===== src/rtl/instruction_decode_stage_if.sv =====
// Fetch/decode/execute boundary of the decode stage: the fetch control loop back to
// program memory plus the ID/EX pipeline register contents.
interface instruction_decode_stage_if;
  logic [31:0] ins;
  logic [15:0] current_address;
  logic        stall;
  logic        stall_pm;
  logic        pc_mux_sel;
  logic [15:0] jmp_loc;
  logic        ex_valid;
  logic [2:0]  ex_class;
  logic [3:0]  ex_func;
  logic [4:0]  ex_rd;
  logic [4:0]  ex_rs;
  logic [4:0]  ex_rt;
  logic [15:0] ex_imm;
  logic [15:0] ex_pc;
  logic        ex_reg_write;
  logic        ex_mem_read;
  logic        ex_mem_write;
  logic        illegal;
  logic        halted;

  // Instruction source side (program memory / testbench).
  modport master (
    output ins, current_address,
    input  stall, stall_pm, pc_mux_sel, jmp_loc,
    input  ex_valid, ex_class, ex_func, ex_rd, ex_rs, ex_rt, ex_imm, ex_pc,
    input  ex_reg_write, ex_mem_read, ex_mem_write, illegal, halted
  );

  // Decode stage side.
  modport slave (
    input  ins, current_address,
    output stall, stall_pm, pc_mux_sel, jmp_loc,
    output ex_valid, ex_class, ex_func, ex_rd, ex_rs, ex_rt, ex_imm, ex_pc,
    output ex_reg_write, ex_mem_read, ex_mem_write, illegal, halted
  );
endinterface


===== src/rtl/instruction_decode_stage.sv =====
// Decodes ins into the ID/EX register (1-cycle latency); stalls on load-use and HALT,
// redirects fetch on JMP and squashes the following wrong-path slot.
module instruction_decode_stage (
  input logic                          clk,
  input logic                          reset,
  instruction_decode_stage_if.slave    bus
);

  typedef enum logic [1:0] {ST_RUN, ST_SQUASH, ST_HALT} state_t;

  typedef struct packed {
    logic        valid;
    logic [2:0]  cls;
    logic [3:0]  func;
    logic [4:0]  rd;
    logic [4:0]  rs;
    logic [4:0]  rt;
    logic [15:0] imm;
    logic [15:0] pc;
    logic        reg_write;
    logic        mem_read;
    logic        mem_write;
  } ex_t;

  localparam logic [5:0] OP_NOP  = 6'h00;
  localparam logic [5:0] OP_ALUR = 6'h01;
  localparam logic [5:0] OP_ALUI = 6'h02;
  localparam logic [5:0] OP_LOAD = 6'h03;
  localparam logic [5:0] OP_STOR = 6'h04;
  localparam logic [5:0] OP_JMP  = 6'h05;
  localparam logic [5:0] OP_HALT = 6'h3F;

  localparam logic [2:0] CLS_NOP  = 3'd0;
  localparam logic [2:0] CLS_ALUR = 3'd1;
  localparam logic [2:0] CLS_ALUI = 3'd2;
  localparam logic [2:0] CLS_LOAD = 3'd3;
  localparam logic [2:0] CLS_STOR = 3'd4;

  state_t      state_q, state_d;
  ex_t         ex_q, ex_d;
  logic [15:0] dec_pc_q;
  logic        illegal_q;

  logic [5:0]  opcode;
  logic [4:0]  f_rd, f_rs, f_rt;
  logic [15:0] f_imm;
  logic        reads_rs, reads_rt, known_op;
  logic [2:0]  dec_cls;
  logic        load_use;
  logic        stall_c, jump_c, illegal_set;

  assign opcode = bus.ins[31:26];
  assign f_rd   = bus.ins[25:21];
  assign f_rs   = bus.ins[20:16];
  assign f_rt   = bus.ins[15:11];
  assign f_imm  = bus.ins[15:0];

  always_comb begin
    reads_rs = 1'b0;
    reads_rt = 1'b0;
    known_op = 1'b1;
    dec_cls  = CLS_NOP;
    case (opcode)
      OP_NOP:  ;
      OP_ALUR: begin reads_rs = 1'b1; reads_rt = 1'b1; dec_cls = CLS_ALUR; end
      OP_ALUI: begin reads_rs = 1'b1; dec_cls = CLS_ALUI; end
      OP_LOAD: begin reads_rs = 1'b1; dec_cls = CLS_LOAD; end
      OP_STOR: begin reads_rs = 1'b1; reads_rt = 1'b1; dec_cls = CLS_STOR; end
      OP_JMP:  ;
      OP_HALT: ;
      default: known_op = 1'b0;
    endcase
  end

  // r0 is never a real producer, so a LOAD targeting it cannot create a hazard.
  assign load_use = (state_q == ST_RUN) && ex_q.valid && (ex_q.cls == CLS_LOAD) &&
                    (ex_q.rd != 5'd0) &&
                    ((reads_rs && (f_rs == ex_q.rd)) || (reads_rt && (f_rt == ex_q.rd)));

  always_comb begin
    state_d     = state_q;
    ex_d        = '0;
    stall_c     = 1'b0;
    jump_c      = 1'b0;
    illegal_set = 1'b0;
    case (state_q)
      ST_SQUASH: state_d = ST_RUN;
      ST_HALT:   stall_c = 1'b1;
      default: begin
        if (load_use) begin
          stall_c = 1'b1;
        end else if (opcode == OP_JMP) begin
          jump_c  = 1'b1;
          state_d = ST_SQUASH;
        end else if (opcode == OP_HALT) begin
          state_d = ST_HALT;
        end else begin
          ex_d.valid     = 1'b1;
          ex_d.cls       = dec_cls;
          ex_d.func      = bus.ins[3:0];
          ex_d.rd        = f_rd;
          ex_d.rs        = f_rs;
          ex_d.rt        = f_rt;
          ex_d.imm       = f_imm;
          ex_d.pc        = dec_pc_q;
          ex_d.reg_write = (dec_cls == CLS_ALUR) || (dec_cls == CLS_ALUI) || (dec_cls == CLS_LOAD);
          ex_d.mem_read  = (dec_cls == CLS_LOAD);
          ex_d.mem_write = (dec_cls == CLS_STOR);
          illegal_set    = !known_op;
        end
      end
    endcase
  end

  always_ff @(posedge clk or negedge reset) begin
    if (!reset) begin
      state_q   <= ST_RUN;
      ex_q      <= '0;
      dec_pc_q  <= '0;
      illegal_q <= 1'b0;
    end else begin
      state_q <= state_d;
      ex_q    <= ex_d;
      if (!stall_c)
        dec_pc_q <= bus.current_address;
      if (illegal_set)
        illegal_q <= 1'b1;
    end
  end

  // Fetch controls are combinational from ins, so they are forced low while reset is held.
  assign bus.stall      = reset & stall_c;
  assign bus.stall_pm   = reset & stall_c;
  assign bus.pc_mux_sel = reset & jump_c;
  assign bus.jmp_loc    = (reset & jump_c) ? f_imm : 16'h0000;

  assign bus.ex_valid     = ex_q.valid;
  assign bus.ex_class     = ex_q.cls;
  assign bus.ex_func      = ex_q.func;
  assign bus.ex_rd        = ex_q.rd;
  assign bus.ex_rs        = ex_q.rs;
  assign bus.ex_rt        = ex_q.rt;
  assign bus.ex_imm       = ex_q.imm;
  assign bus.ex_pc        = ex_q.pc;
  assign bus.ex_reg_write = ex_q.reg_write;
  assign bus.ex_mem_read  = ex_q.mem_read;
  assign bus.ex_mem_write = ex_q.mem_write;
  assign bus.illegal      = illegal_q;
  assign bus.halted       = (state_q == ST_HALT);

endmodule


===== src/flat_wrapper.sv =====
// flat-port wrapper written by rule: the top's interface ports become plain ports
module instruction_decode_stage_flat 
  (clk, reset, bus_ins, bus_current_address, bus_stall, bus_stall_pm, bus_pc_mux_sel, bus_jmp_loc, bus_ex_valid, bus_ex_class, bus_ex_func, bus_ex_rd, bus_ex_rs, bus_ex_rt, bus_ex_imm, bus_ex_pc, bus_ex_reg_write, bus_ex_mem_read, bus_ex_mem_write, bus_illegal, bus_halted);
  instruction_decode_stage_if bus_i ();
  input logic clk;
  input logic reset;
  input wire logic [$bits(bus_i.ins)-1:0] bus_ins;
  input wire logic [$bits(bus_i.current_address)-1:0] bus_current_address;
  output wire logic [$bits(bus_i.stall)-1:0] bus_stall;
  output wire logic [$bits(bus_i.stall_pm)-1:0] bus_stall_pm;
  output wire logic [$bits(bus_i.pc_mux_sel)-1:0] bus_pc_mux_sel;
  output wire logic [$bits(bus_i.jmp_loc)-1:0] bus_jmp_loc;
  output wire logic [$bits(bus_i.ex_valid)-1:0] bus_ex_valid;
  output wire logic [$bits(bus_i.ex_class)-1:0] bus_ex_class;
  output wire logic [$bits(bus_i.ex_func)-1:0] bus_ex_func;
  output wire logic [$bits(bus_i.ex_rd)-1:0] bus_ex_rd;
  output wire logic [$bits(bus_i.ex_rs)-1:0] bus_ex_rs;
  output wire logic [$bits(bus_i.ex_rt)-1:0] bus_ex_rt;
  output wire logic [$bits(bus_i.ex_imm)-1:0] bus_ex_imm;
  output wire logic [$bits(bus_i.ex_pc)-1:0] bus_ex_pc;
  output wire logic [$bits(bus_i.ex_reg_write)-1:0] bus_ex_reg_write;
  output wire logic [$bits(bus_i.ex_mem_read)-1:0] bus_ex_mem_read;
  output wire logic [$bits(bus_i.ex_mem_write)-1:0] bus_ex_mem_write;
  output wire logic [$bits(bus_i.illegal)-1:0] bus_illegal;
  output wire logic [$bits(bus_i.halted)-1:0] bus_halted;
  assign bus_i.ins = bus_ins;
  assign bus_i.current_address = bus_current_address;
  assign bus_stall = bus_i.stall;
  assign bus_stall_pm = bus_i.stall_pm;
  assign bus_pc_mux_sel = bus_i.pc_mux_sel;
  assign bus_jmp_loc = bus_i.jmp_loc;
  assign bus_ex_valid = bus_i.ex_valid;
  assign bus_ex_class = bus_i.ex_class;
  assign bus_ex_func = bus_i.ex_func;
  assign bus_ex_rd = bus_i.ex_rd;
  assign bus_ex_rs = bus_i.ex_rs;
  assign bus_ex_rt = bus_i.ex_rt;
  assign bus_ex_imm = bus_i.ex_imm;
  assign bus_ex_pc = bus_i.ex_pc;
  assign bus_ex_reg_write = bus_i.ex_reg_write;
  assign bus_ex_mem_read = bus_i.ex_mem_read;
  assign bus_ex_mem_write = bus_i.ex_mem_write;
  assign bus_illegal = bus_i.illegal;
  assign bus_halted = bus_i.halted;
  instruction_decode_stage u_core (.clk(clk), .reset(reset), .bus(bus_i));
endmodule

===== config.mk =====
export PLATFORM = sky130hd
export DESIGN_NAME = instruction_decode_stage_flat
export DESIGN_NICKNAME = d
export VERILOG_FILES = /design/src/rtl/instruction_decode_stage_if.sv /design/src/rtl/instruction_decode_stage.sv /design/src/flat_wrapper.sv
export SDC_FILE = /design/constraint.sdc
export NUM_CORES = 1
export LEC_CHECK = 0
export ABC_AREA = 1
export CAP_MARGIN = 0
export CORE_MARGIN = 2
export CORE_UTILIZATION = 46
export DETAILED_ROUTE_END_ITERATION = 12
export GPL_TIMING_DRIVEN = 0
export PLACE_DENSITY = 0.86
export SETUP_SLACK_MARGIN = 0.15
export SLEW_MARGIN = 20
export SYNTH_ARGS = -nofsm -noshare
export SYNTH_HDL_FRONTEND = slang
export SYNTH_SLANG_ARGS = --single-unit
export TNS_END_PERCENT = 5

===== constraint.sdc =====
create_clock -name clk -period 5.35 [get_ports clk]
set_clock_uncertainty 0.05 [all_clocks]
set_input_delay 1.605 -clock clk [delete_from_list [all_inputs] [get_ports clk]]
set_output_delay 1.605 -clock clk [all_outputs]
set_load 0.01 [all_outputs]

Yosys cells after proc, flatten, opt, wreduce, memory -nomap -nowiden
Index checks and enable logic that the tools add are counted.
- bits in registers: 77
- latch bits: 0
- RAM bits: 0
- memory bits (read-only): 0
- input port bits: 50
- output and inout bits: 79
- word-level logic and storage cells: 74
- memories kept: 0
- add/subtract/negate cells: 0
- multipliers: 0
- div/mod/pow operators: 0
- order comparisons: 0
- equality and inequality tests: 16
- shifts and indexed selects: 0
- muxes and demuxes: 22
- bitwise logic cells: 3
- reductions and logical operators: 19
- operators by type and width (kind ; number):
    $mux 58 ; 4
    $mux 16 ; 1
    $eq 6x2->1 const B ; 2
    $eq 6x3->1 const B ; 2
    $pmux 3 s4 ; 1
    $mux 1 ; 11
    $eq 5x5->1 ; 2
    $eq 3x2->1 const B ; 3
    $reduce_or 7->1 ; 1
    $eq 6x1->1 const B ; 1
    $eq 6x6->1 const B ; 1
    $logic_and 1x1->1 ; 6
    $logic_not 6->1 ; 1
    $mux 2 ; 3
    $reduce_bool 5->1 ; 1
    $pmux 2 s2 ; 1
    $reduce_or 2->1 ; 2
    $reduce_or 4->1 ; 1
    $eq 3x1->1 const B ; 1
    $eq 3x3->1 const B ; 1
    $logic_or 1x1->1 ; 3
    $reduce_and 3->1 ; 1
    $reduce_bool 3->1 ; 1
    $and 1x1->1 ; 2
    7 further kinds ; 7

Logic depth before layout (Yosys ltp)
- depth after elaboration: 10
- gate-level depth with buffers: 12
- gate-level depth less buffers: 11

Worst setup path before layout
No wires, ideal clock.
- kind: input-to-output
- start point: input bus_ins[28]
- end point: output bus_stall_pm
- arrival: 2791 ps
- required time: 3695 ps
- path slack: 904 ps
- stages: 11
- path buffers: 2
- cells stage by stage: nor2_1 -> nand2_1 -> inv_2 -> nand2_1 -> nand2_1 -> nand3_2 -> nand2_1 -> nand3_2 -> buf_6 -> a21oi_2 -> buf_4
- cells in the longest elaborated chain, start to end: 9
- elaborated cells between the ends (all ways): 15
- those cells by class: 4 x eq/ne; 4 x mux; 1 x bitwise; 6 x reduce/logical
- ends and longest elaborated chain (item ; line ; text):
    start: declaration ; flat_wrapper.sv:7 ; input wire logic [$bits(bus_i.ins)-1:0] bus_ins;
    $eq 6x1->1, or another cell as far along ; instruction_decode_stage.sv:63 ; case (opcode)
    $reduce_or 4->1 (no source line) / $reduce_or 2->1 (equally long branches) ; -- ;
    $mux 1 ; instruction_decode_stage.sv:63 ;
    $logic_and 1x1->1 ; instruction_decode_stage.sv:78 ; ((reads_rs && (f_rs == ex_q.rd)) || (reads_rt && (f_rt == ex_q.rd)));
    $logic_or 1x1->1 * ; instruction_decode_stage.sv:78 ;
    $logic_and 1x1->1 * ; instruction_decode_stage.sv:77 ; (ex_q.rd != 5'd0) &&
    $mux 1 * ; instruction_decode_stage.sv:90 ; if (load_use) begin
    $pmux 1 s2 * ; instruction_decode_stage.sv:86 ; case (state_q)
    $and 1x1->1 * ; -- ;
    end: declaration ; flat_wrapper.sv:10 ; output wire logic [$bits(bus_i.stall_pm)-1:0] bus_stall_pm;
Mark *: on every way between the ends. The rest lies on a longest branch, timed or not.

Worst setup path in the final report
- start point: input bus_ins[20]
- end point: output bus_stall_pm
- cells in the longest elaborated chain, start to end: 7
- ends and longest elaborated chain (item ; line ; text):
    $eq 5x5->1 ; instruction_decode_stage.sv:78 ;
    $logic_and 1x1->1 ; instruction_decode_stage.sv:78 ;
    $logic_or 1x1->1 ; instruction_decode_stage.sv:78 ;
    $logic_and 1x1->1 ; instruction_decode_stage.sv:77 ;
    $mux 1 ; instruction_decode_stage.sv:90 ;
    $pmux 1 s2 ; instruction_decode_stage.sv:86 ;
    $and 1x1->1 ; instruction_decode_stage.sv:133 ; assign bus.stall_pm = reset & stall_c;
No other way between the ends.

==> results.yml <==
detailed_routing:
  num_vias: 2767
  avgRoutedWirePerCell_um: 14.3
  totalWireLength_um: 8000
  detail-route-antenna-nets: 0
  drcViolationCount: 0
  drt_pass1_iterations: 4
  drt-initial-drc-count: 210
  viasPerCell: 4.94
clocking:
  cts_hold_buf: 0
  path_clk_slew_ps: 70
  cts_buffer_depth: 2
  cts_buffers: 9
  clock-sinks: 68
  insertion_delay_ps: 350
  cts_tree: "done"
  cts_max_level: 3
  cts_root_buffer: "clkbuf_8"
yosys:
  synth_top_area_cell: "dfrtp_1"
  synth_area_leaders: "dfrtp_1 56%, nor3_1 7.8%, inv_1 6.7%"
  seq_area_frac_synth_pct: 56.1
  netlist.area_leader.share_pct: 56.1
  synth_warnings: 0
  synthesis.area_um2: 3030
  synth_cells: 333
  synthFlopType: "dfrtp_1"
  async_reset_ff_share_pct: 100
  avgSynthCellArea_um2: 9.11
  synth_cell_type_count: 26
  synth_edf_count: 0
  synth_seq_cells: 68
  syn_nets: 386
  yosysMostFrequentCell: "dfrtp_1"
  synthTopCellsByCount: "68 x dfrtp_1, 54 x inv_1, 47 x nor3_1, 41 x nand2_1, 37 x nand3_1"
place:
  dp_hpwl_um: 6070
  gp_congestion: 0.809
  dp_worst_setup_slack_ps: -227
  placed_cells: 539
  io_buffers: 128
sta:
  slew-limit-headroom_pct: 69.8
  fin_ws_ps: 144
  fin_crit_sh_pct: 97.3
  worst_pin_slew_ps: 453
  final_hold_viol_count: 0
  holdWs_ps: 431
  rsz0062_at_grt: "yes"
  max_freq_mhz: 192
  setup_viol: 0
  fin_crit_ps: 5210
  final_max_slew_viol_count: 0
die:
  rows: 29
  die_x_um: 85.2
  dieArea_um2: 7260
  fp.dieH_um: 85.2
  core_um2: 6350
  io_pins: 129
  initial_utilization_pct: 47.8
finish:
  nNetsFinal: 531
  antenna_cells: 0
  drive_gt1_share_pct: 13.0
  instances_no_fill: 560
  syn2layout_area_growth_pct: 55.7
pwr:
  max-vdd-ir-drop_v: 0.000164
  powerDensity_nw_per_um2: 224
  p_leak_nw: 2.44
grt:
  grt_pass1_vias: 2806
  gr-usage-all-layers_pct: 23.3
  grt_pass1_wl_um: 13200
  grt.overflow.total: 0
  grt_max_degree: 57
  antenna_found_initial: 0
worst_setup_path:
  cp.required_ps: 3700
  path_max_fanout: 10
  crit_type: "in2out"
  cpPeakStageDelay_ps: 510
  cp_cell_sequence: "clkdlybuf4s50_1, xnor2_1, nand2_1, nor2_1, nand3_1, nand2_2, nand3_4, buf_6, a21oi_2, buf_4, dlygate4sd2_1"
  arrival_ps: 3550
  cp-start-kind: "primary input"
  cp-end-kind: "output pin"
  crit_path_top_delay_cell: "clkdlybuf4s50_1"
flow_run:
  maxCapViolations: 0
outcome:
  status: "completed"
worst_hold_path:
  hold_class: "reg2reg"
-- per-layer routing --
metal  track usage (%)  share of wire [%]  up-vias
met4              13.0                3.7        0
met1              28.2                 39     1299
met3              4.96                6.3       26
li1                  -                  -     1334
met2              38.8                 51      108
met5                 0                  0        -
-- cells in the final DEF, fill, tap and decap left out, types with 4 or more instances in the layout --
cell	netlist	routed
clkdlybuf4s50_1	0	104
dfrtp_1	68	68
inv_1	54	54
nor3_1	47	47
nand2_1	41	40
nand3_1	37	36
nor2_1	28	25
buf_4	14	20
dlygate4sd2_1	0	18
clkbuf_8	0	9
xor2_1	5	5
a21oi_1	5	5
dlymetal6s2s_1	0	5
nor2_2	2	4
buf_6	4	4
buf_2	4	4
-- where the power goes --
part           internal (W)  total (W)  switching, W
Combinational     0.0000408  0.0000757     0.0000349
Sequential         0.000514   0.000514             0
Clock              0.000264   0.000471      0.000207
Total              0.000819    0.00106      0.000242
-- cell families after synthesis --
group           share of synthesized area (%)
compound gates                           1.90
xor+xnor                                 2.31
fa+ha+maj                                1.24
buf+inv                                  12.9
flops                                    56.1
simple gates                             25.6
-- worst paths after layout --
check	slack, ps	cells after the start	to	from
min in group asynchronous	1050	1	u_core.bus.ex_mem_read	reset
max	140	11	bus_stall_pm	bus_ins[20]
max reg2reg	3410	7	u_core.dec_pc_q[12]	u_core.state_q[0]
max in group asynchronous	3670	2	u_core.dec_pc_q[2]	reset
min	430	1	u_core.bus.illegal	u_core.bus.illegal
min reg2reg	430	1	u_core.bus.illegal	u_core.bus.illegal
-- per-stage QoR --
| stage | TNS, ps | utilization [%] | power, W | instance area [um2] |
|---|---|---|---|---|
| final | 0 | 74.4 | 0.00106 | 4720 |
| after global routing | 0 | 74.4 | 0.00110 | 4720 |
| after CTS | 0 | 73.5 | 0.00106 | 4670 |
| after detailed placement | -1450 | 69.9 | 0.000598 | 4440 |
| after global placement | -39590 | 69.5 | 0.000594 | 4410 |
| after floorplan | 0 | - | 0.000541 | 3030 |
-- registers in the layout (all words and copies together) (netlist names) --
signal	count
u_core.dec_pc_q	16
u_core.state_q	2
u_core.bus.ex_class	3
u_core.bus.ex_valid	1
u_core.bus.ex_rd	5
u_core.bus.ex_rs	5
u_core.bus.illegal	1
u_core.bus.ex_reg_write	1
u_core.bus.ex_mem_write	1
u_core.bus.ex_rt	4
u_core.bus.ex_imm	9
u_core.bus.ex_func	3
u_core.bus.ex_mem_read	1
u_core.bus.ex_pc	16
-- area by class of cell --
class / instances / area [um2]
Timing Repair Buffer: 134 / 1330
Buffer: 25 / 181
Sequential cell: 68 / 1700
Fill cell: 414 / 1630
Clock buffer: 9 / 124
Multi-Input combinational cell: 184 / 976
Tap cell: 77 / 96.3
Clock inverter: 7 / 101
Inverter: 56 / 210
-- timing repair --
item	4_1_cts	5_1_grt
endpoints found under the hold margin	0	0
setup endpoints to repair	19	13
pin swaps	3	4
gates resized for setup	24	7
buffers inserted	0	5
-- worst max-delay path, delay by kind of cell --
kind,cells,cell delay [ps]
xor+xnor,1,130
compound gates,1,130
simple gates,5,620
buf+inv,4,1060
No activity file was read; power rests on OpenSTA's default activity.
